[src/rtl/packet_pkg.sv]
// rtl/packet_pkg.sv - shared switch types: port count, packet type and arbiter state encodings.
package packet_pkg;

   localparam int NUM_PORTS  = 4;
   localparam int ADDR_WIDTH = 2;

   typedef enum logic [1:0] {
      SDP = 2'd0,
      MDP = 2'd1,
      BDP = 2'd2,
      ERR = 2'd3
   } p_type_t;

   typedef enum logic {
      IDLE   = 1'b0,
      LOCKED = 1'b1
   } arb_state_t;

endpackage

[src/rtl/rr_pick.sv]
// rtl/rr_pick.sv - combinational round-robin picker: first unmasked request at or after base, with wrap.
module rr_pick
   import packet_pkg::*;
#(
   parameter int N = NUM_PORTS
) (
   input  logic [N-1:0]         req_i,
   input  logic [$clog2(N)-1:0] base_i,
   input  logic [N-1:0]         mask_i,
   output logic [$clog2(N)-1:0] winner_o,
   output logic                 found_o
);

   localparam int IW = $clog2(N);

   logic [IW:0]   sum;
   logic [IW-1:0] idx;

   always_comb begin
      winner_o = '0;
      found_o  = 1'b0;
      sum      = '0;
      idx      = '0;
      for (int i = 0; i < N; i++) begin
         // base_i is always < N, so one conditional subtract is enough for the wrap
         sum = {1'b0, base_i} + (IW+1)'(i);
         if (sum >= (IW+1)'(N)) begin
            sum = sum - (IW+1)'(N);
         end
         idx = sum[IW-1:0];
         if (!found_o && req_i[idx] && !mask_i[idx]) begin
            found_o  = 1'b1;
            winner_o = idx;
         end
      end
   end

endmodule

[src/rtl/port_arbiter.sv]
// rtl/port_arbiter.sv - per-egress round-robin packet arbiter with zero-bubble handover.
// Optional owner-stall timeout enabled by defining ARB_TIMEOUT_EN.
module port_arbiter
   import packet_pkg::*;
#(
   parameter int NUM_PORTS      = packet_pkg::NUM_PORTS,
   parameter int TIMEOUT_CYCLES = 16
) (
   input  logic                         clk,
   input  logic                         rst,
   input  logic [NUM_PORTS-1:0]         req,
   input  logic [NUM_PORTS-1:0]         last,
   input  logic                         out_ready,
   output logic [NUM_PORTS-1:0]         gnt,
   output logic                         gnt_valid,
   output logic [$clog2(NUM_PORTS)-1:0] owner,
   output logic                         xfer,
   output logic                         timeout_err
);

   localparam int IW = $clog2(NUM_PORTS);
   localparam logic [NUM_PORTS-1:0] ONE_HOT0 = NUM_PORTS'(1);

   arb_state_t           state_q, state_d;
   logic [IW-1:0]        rr_ptr_q, rr_ptr_d;
   logic [IW-1:0]        owner_q, owner_d;
   logic [NUM_PORTS-1:0] gnt_q, gnt_d;

   logic [IW-1:0]        ptr_next;
   logic [IW-1:0]        pick_base;
   logic [NUM_PORTS-1:0] pick_mask;
   logic [IW-1:0]        winner;
   logic                 found;
   logic                 rel_last;
   logic                 rel_now;
   logic                 timeout_hit;

   assign xfer      = gnt_valid & req[owner_q] & out_ready;
   assign rel_last  = (state_q == LOCKED) & xfer & last[owner_q];
   assign rel_now   = rel_last | timeout_hit;
   assign ptr_next  = (owner_q == IW'(NUM_PORTS-1)) ? '0 : owner_q + 1'b1;

   // The same picker serves IDLE arbitration and the same-cycle handover,
   // where the departing owner is masked so it cannot win back immediately.
   assign pick_base = (state_q == LOCKED) ? ptr_next : rr_ptr_q;
   assign pick_mask = (state_q == LOCKED) ? (ONE_HOT0 << owner_q) : '0;

   rr_pick #(
      .N (NUM_PORTS)
   ) u_rr_pick (
      .req_i    (req),
      .base_i   (pick_base),
      .mask_i   (pick_mask),
      .winner_o (winner),
      .found_o  (found)
   );

`ifdef ARB_TIMEOUT_EN
   localparam int CW = $clog2(TIMEOUT_CYCLES+1);

   logic [CW-1:0] stall_q, stall_d;
   logic          timeout_err_q;

   always_comb begin
      stall_d     = '0;
      timeout_hit = 1'b0;
      if (state_q == LOCKED && !req[owner_q]) begin
         if (stall_q == CW'(TIMEOUT_CYCLES-1)) begin
            timeout_hit = 1'b1;
         end else begin
            stall_d = stall_q + 1'b1;
         end
      end
   end

   always_ff @(posedge clk or posedge rst) begin
      if (rst) begin
         stall_q       <= '0;
         timeout_err_q <= 1'b0;
      end else begin
         stall_q       <= stall_d;
         timeout_err_q <= timeout_hit;
      end
   end

   assign timeout_err = timeout_err_q;
`else
   logic unused_timeout_cfg;

   assign unused_timeout_cfg = (TIMEOUT_CYCLES > 0);
   assign timeout_hit        = 1'b0;
   assign timeout_err        = 1'b0;
`endif

   always_comb begin
      state_d  = state_q;
      rr_ptr_d = rr_ptr_q;
      owner_d  = owner_q;
      gnt_d    = gnt_q;
      case (state_q)
         IDLE: begin
            if (found) begin
               state_d = LOCKED;
               owner_d = winner;
               gnt_d   = ONE_HOT0 << winner;
            end
         end
         LOCKED: begin
            if (rel_now) begin
               rr_ptr_d = ptr_next;
               if (found) begin
                  owner_d = winner;
                  gnt_d   = ONE_HOT0 << winner;
               end else begin
                  state_d = IDLE;
                  owner_d = '0;
                  gnt_d   = '0;
               end
            end
         end
         default: begin
            state_d = IDLE;
            owner_d = '0;
            gnt_d   = '0;
         end
      endcase
   end

   always_ff @(posedge clk or posedge rst) begin
      if (rst) begin
         state_q  <= IDLE;
         rr_ptr_q <= '0;
         owner_q  <= '0;
         gnt_q    <= '0;
      end else begin
         state_q  <= state_d;
         rr_ptr_q <= rr_ptr_d;
         owner_q  <= owner_d;
         gnt_q    <= gnt_d;
      end
   end

   assign gnt       = gnt_q;
   assign gnt_valid = (state_q == LOCKED);
   assign owner     = owner_q;

endmodule

[config.mk]
export PLATFORM = sky130hd
export DESIGN_NAME = port_arbiter
export DESIGN_NICKNAME = d
export VERILOG_FILES = /design/src/rtl/packet_pkg.sv /design/src/rtl/rr_pick.sv /design/src/rtl/port_arbiter.sv
export SDC_FILE = /design/constraint.sdc
export NUM_CORES = 1
export LEC_CHECK = 0
export ABC_AREA = 1
export ABC_CLOCK_PERIOD_IN_PS = 2200
export CORE_MARGIN = 1.5
export CORE_UTILIZATION = 30
export CTS_BUF_LIST = sky130_fd_sc_hd__clkbuf_4 sky130_fd_sc_hd__clkbuf_8 sky130_fd_sc_hd__clkbuf_16
export DETAILED_ROUTE_END_ITERATION = 7
export GPL_TIMING_DRIVEN = 0
export HOLD_SLACK_MARGIN = 0.06
export SKIP_LAST_GASP = 1
export SLEW_MARGIN = 40
export SYNTH_ARGS = -nofsm -noshare
export SYNTH_HDL_FRONTEND = slang
export SYNTH_SLANG_ARGS = --single-unit
[constraint.sdc]
create_clock -name clk -period 2.2 [get_ports clk]
set_clock_uncertainty 0.1 [all_clocks]
set_input_delay 0.33 -clock clk [delete_from_list [all_inputs] [get_ports clk]]
set_output_delay 0.33 -clock clk [all_outputs]
set_load 0.01 [all_outputs]
### Word level (Yosys, flattened, before mapping)

Index checks and enable logic that the tools add are counted.

| operators by class | value |
|---|---|
| add/sub/neg operators | 8 |
| $lt $le $gt $ge | 9 |
| equal/unequal tests | 3 |
| shifts and indexed selects | 2 |
| mux-type cells | 46 |
| bitwise operators | 5 |
| reductions and logical operators | 16 |

Operator list:

| kind | count |
|---|---|
| $mux W2 | 13 |
| $bmux W1 S2 | 10 |
| $mux W1 | 16 |
| $mux W4 | 4 |
| $lt A2 B3 Y1 const B | 5 |
| $ge A3 B3 Y1 const B | 3 |
| $pmux W4 S2 | 1 |
| $shl A1 B2 Y4 const A | 2 |
| $sub A2 B1 Y2 const B | 4 |
| $logic_and A1 B1 Y1 | 7 |
| $logic_not A1 Y1 | 7 |
| $add A2 B2 Y3 const B | 2 |
| $and A1 B1 Y1 | 4 |
| $pmux W2 S2 | 1 |
| $reduce_and A2 Y1 | 2 |
| $add A2 B1 Y3 const B | 1 |
| $ge A2 B3 Y1 const B | 1 |
| $add A2 B1 Y2 const B | 1 |
| $eq A2 B2 Y1 const B | 1 |
| $ne A2 B1 Y1 const B | 1 |
| $ne A2 B2 Y1 const B | 1 |
| $pmux W1 S2 | 1 |
| $not A1 Y1 | 1 |

| word-level totals | value |
|---|---|
| register bits | 9 |
| input port bits | 11 |
| output and inout bits | 9 |
| word-level logic and storage cells | 93 |

### Logic depth before layout (Yosys ltp)

| logic depth | value |
|---|---|
| word-level depth | 26 |
| mapped depth | 16 |
| gate-level depth less buffers | 16 |

### Modules after synthesis

From an unflattened synthesis, not the netlist that was laid out.

| unflattened totals | value |
|---|---|
| cells, all modules | 148 |
| area total of the unflattened synthesis | 907.1 µm² |

Modules (own cells, without submodules):

| module | times used | cells an instance | area each (µm²) | sequential area each (µm²) |
|---|---|---|---|---|
| port_arbiter | 1 | 94 | 638.1 | 225.2 |
| rr_pick | 1 | 54 | 269.0 | 0.0 |

### Worst setup path after synthesis

OpenSTA, ideal clock, no wires.

| path | value |
|---|---|
| path type | flip-flop to flip-flop |
| from | register owner_q[0], in the netlist owner[0] |
| to | register owner_q[0], in the netlist owner[0] |
| setup time | 123 ps |
| arrival time | 2024 ps |
| required time | 1977 ps |
| setup slack | -47 ps |
| cell stages (with the launch flop) | 17 |
| buffers on the path | 0 |
| clock period less this slack | 2247 ps |
| path through | dfrtp_1 -> inv_2 -> ha_1 -> nand2_1 -> nand2_2 -> inv_2 -> nand2_1 -> nand2_2 -> nand2_1 -> nand2_4 -> nand2_4 -> nor2_8 -> nand2_2 -> nand2_2 -> nand2_4 -> nand2_2 -> o21ai_1 |

| between the ends | value |
|---|---|
| word-level cells in the longest chain between the ends | 25 |

Ends and longest elaborated chain:

| what | RTL line | RTL |
|---|---|---|
| from (decl) | port_arbiter.sv:26 | `logic [IW-1:0] owner_q, owner_d;` |
| from (signal assigned) | port_arbiter.sv:138 | `owner_q <= owner_d;` |
| $add A2 B1 Y2 or $eq A2 B2 Y1 (tied branches) | port_arbiter.sv:41 | `assign ptr_next = (owner_q == IW'(NUM_PORTS-1)) ? '0 : owner_q + 1'b1;` |
| $mux W2 (*) | port_arbiter.sv:41 |  |
| via ptr_next[1] | port_arbiter.sv:29 | `logic [IW-1:0] ptr_next;` |
| $mux W2 (*) | port_arbiter.sv:45 | `assign pick_base = (state_q == LOCKED) ? ptr_next : rr_ptr_q;` |
| $ge A2 B3 Y1 or $sub A2 B1 Y2 (tied branches) | rr_pick.sv:27, rr_pick.sv:28 |  |
| $mux W2 | rr_pick.sv:27 | `if (sum >= (IW+1)'(N)) begin` |
| $bmux W1 S2 | rr_pick.sv:31 | `if (!found_o && req_i[idx] && !mask_i[idx]) begin` |
| $mux W1 (not written as such) | rr_pick.sv:31 |  |
| [... 8 more ...] | - |  |
| $logic_and A1 B1 Y1 (2 in a row) | rr_pick.sv:31 |  |
| $mux W1 | rr_pick.sv:31 |  |
| $logic_not A1 Y1 | rr_pick.sv:31 |  |
| $logic_and A1 B1 Y1 (2 in a row) | rr_pick.sv:31 |  |
| $mux W2 or $mux W1 (tied branches) | rr_pick.sv:31 |  |
| $mux W2 | port_arbiter.sv:111 | `if (found) begin` |
| $mux W2 | port_arbiter.sv:109 | `if (rel_now) begin` |
| $pmux W2 S2 | port_arbiter.sv:100 | `case (state_q)` |

The timed path passes the listed nets; every way through them passes the cells marked *. The select of a mux whose other input is x is not followed.
A chain may end at the register's enable or synchronous reset.

### Final worst setup path

| path | value |
|---|---|
| from | register owner_q[1], in the netlist owner[1] |
| to | register owner_q[0], in the netlist owner[0] |

Same word-level chain as after synthesis.

==> impl_metrics.toml <==
[global_routing]
grt-busiest-layer = "met2"
grt_max_degree = 11
grt_antenna_before_repair = 0
grt_pass1_vias = 998
grt_first_pass_wirelength_um = 4443
globalRouteOverflowTotal = 0
grtUsageMet1_pct = 22.21
grtUsageMet2_pct = 25.19
grtUsageMet3_pct = 0.8529
groute.usage.overall_pct = 15.69

[finish]
drive_above_1_share_pct = 49.23
final_util_pct = 54.03
layout.nets = 211
fillers = 316
n_antenna_cell = 0
syn_to_final_growth_pct = 67.50

[sta]
slew_violations = 0
fmax_mhz = 461.3
layout_min_cycle_time_ns = 2.168
finalCritPeriodShare_pct = 98.55
rsz0062_at_grt = "yes"
setup_viol = 0
hold_violations = 0

[route]
wl_per_cell_um = 12.72
vias = 1177
ant_nets = 0
drc = 0
drt-initial-drc-count = 48
dr.pass1.iters = 4
via_per_inst = 4.925
finalWirelength_um = 3039

[synth]
synth_seq_cells = 9
yosysWarningCount = 0
synth_cell_type_count = 22
synth.avg_cell_area_um2 = 6.500
syn-num-nets = 169
synth.largest_area_cell = "dfrtp_1"
syn_area_um2 = 1001
async_flop_share_pct = 100.0
ys_seq_area_share_pct = 22.50
synth.area.top_cells = "dfrtp_1, nand2_1, nand3_1"
synth_top_cell_area_share_pct = 22.50
ys_top_cells_by_count = "nand2_1, nand3_1, nand2_2, dfrtp_1, inv_1"
synth_edf_count = 0
synth_ff_type = "dfrtp_1"
syn_inst = 154
synth.most_common_cell = "nand2_1"

[cts]
cts_buffer_depth = 2
cts_made_buffers = 3
cts.sinks = 9
cts-root-buf = "clkbuf_4"
cts.htree.levels = 1
cts_tree = "yes"
clk_pin_slew_ns = 0.07
worstSkewPairLatency_ns = 0.27

[worst_setup_path]
rr_endpoint = "owner[0]$_DFFE_PP0P_"
arrival_ns = 2.23
required_ns = 2.26
ff2ff_path_depth = 16
critPathCaptureType = "register"
crit_start = "owner[1]$_DFFE_PP0P_"
criticalPathCategory = "reg -> reg"
endpoint = "owner[0]$_DFFE_PP0P_"
r2r_start = "owner[1]$_DFFE_PP0P_"
cp_max_fo = 6
setup.worst_path.start_class = "register"
rrSetupSlack_ns = 0.03

[job]
maxCapViolCount = 0

[floorplan]
dieArea_um2 = 3692
row_count = 20
die_w_um = 60.76
core_um2 = 3103
dieHeight_um = 60.76
initial_utilization_pct = 32.26
pin_count = 20

[min_path]
holdCritPathClass = "in -> async"

[placed_design]
gp_congestion = 0.8414
port_buffers = 18
dp.final_hpwl_um = 1992

[outcome]
status = "complete, no violations"
[worst max-delay path: stages (launching register included)]
cell and delay (ns):
dfrtp_2 0.46, inv_4 0.10, ha_4 0.21, nand2_4 0.09
nand2_8 0.08, inv_8 0.08, nand2_2 0.07, nand2_4 0.09
nand2_2 0.06, nand2_4 0.08, nand2_4 0.07, nor2_8 0.16
nand2_2 0.08, nand2_2 0.08, nand2_4 0.09, nand2_4 0.09
o21ai_2 0.05
[through the flow]
step                      TNS (ns)  instances  area [um^2]  setup slack [ns]  hold slack, ns
after global placement     -0.7892        216         1237           -0.1482          0.3683
after floorplan                  0        154         1002           0.06539         0.05785
after detailed placement    -1.000        216         1237           -0.1808          0.3691
after global routing       -0.4309        239         1677          -0.09410          0.2567
final                            0        239         1677           0.03198          0.2352
after CTS                        0        228         1349         0.0002724          0.2439
[final cells by class]
| cell class | instances | area [um^2] | share of cell area [%] |
|---|---|---|---|
| buffer | 2 | 15.01 | 0.8955 |
| sequential | 9 | 229.0 | 13.66 |
| clock buffer | 3 | 22.52 | 1.343 |
| inverter | 13 | 61.31 | 3.657 |
| timing repair buffer | 37 | 329.1 | 19.63 |
| clock inverter | 1 | 5.005 | 0.2985 |
| tap | 44 | 55.05 | 3.284 |
| multi-input combinational | 130 | 959.7 | 57.24 |
[state kept, by name, summed over array words and instances, names as in the netlist]
| name | count |
|---|---|
| rr_ptr_q | 2 |
| owner | 2 |
| gnt | 4 |
| gnt_valid | 1 |
[layout by cell type, fill, tap and decap left out, types with 2 or more instances in the layout]
cell type and instances:
inv_2 2, a21oi_2 2, buf_6 2, ha_4 3, inv_1 8, dfrtp_2 3, dfrtp_1 6, nand2_2 17
nand2_1 31, nor2_1 6, nor2_2 2, a21oi_1 5, nand2_4 17, o21ai_2 3, buf_4 19, inv_4 2
o21ai_0 4, nand3_2 11, nand2_8 2, clkbuf_4 3, nand3_1 16, clkdlybuf4s50_1 17
[routing by layer]
| metal | up-vias | part of all wire (%) |
|---|---|---|
| li1 | 582 | - |
| met1 | 561 | 43 |
| met2 | 27 | 51 |
| met3 | 7 | 3.4 |
| met4 | 0 | 2.2 |
| met5 | - | 0 |
[what timing repair did]
action	CTS	global route
setup endpoints to repair	7	6
hold buffers	0	0
pin swaps	1	31
endpoints found under the hold margin	0	0
resized for setup	7	58
setup buffers	8	11
[logic make-up after synthesis]
group / after synthesis / share of synthesized area, %
buf+inv: 15 / 6.374
flops: 9 / 22.50
other cells: 1 / 0.3746
mux: 1 / 1.125
fa+ha+maj: 4 / 5.000
compound gates: 17 / 9.375
simple gates: 107 / 55.25
[worst min-delay path by stage]
stage	start	end	slack, ns
after floorplan	rst	gnt[0]$_DFFE_PP0P_	0.06
after global placement	gnt[3]$_DFFE_PP0P_	gnt[3]$_DFFE_PP0P_	0.37
after detailed placement	gnt[2]$_DFFE_PP0P_	gnt[2]$_DFFE_PP0P_	0.37
after CTS	rst	rr_ptr_q[0]$_DFFE_PP0P_	0.24
after global routing	rst	rr_ptr_q[0]$_DFFE_PP0P_	0.26
final	rst	rr_ptr_q[0]$_DFFE_PP0P_	0.24
Power is left out: the tool's default activity adds up to more than one toggle a clock period on the data nets, which glitch-free logic cannot reach.
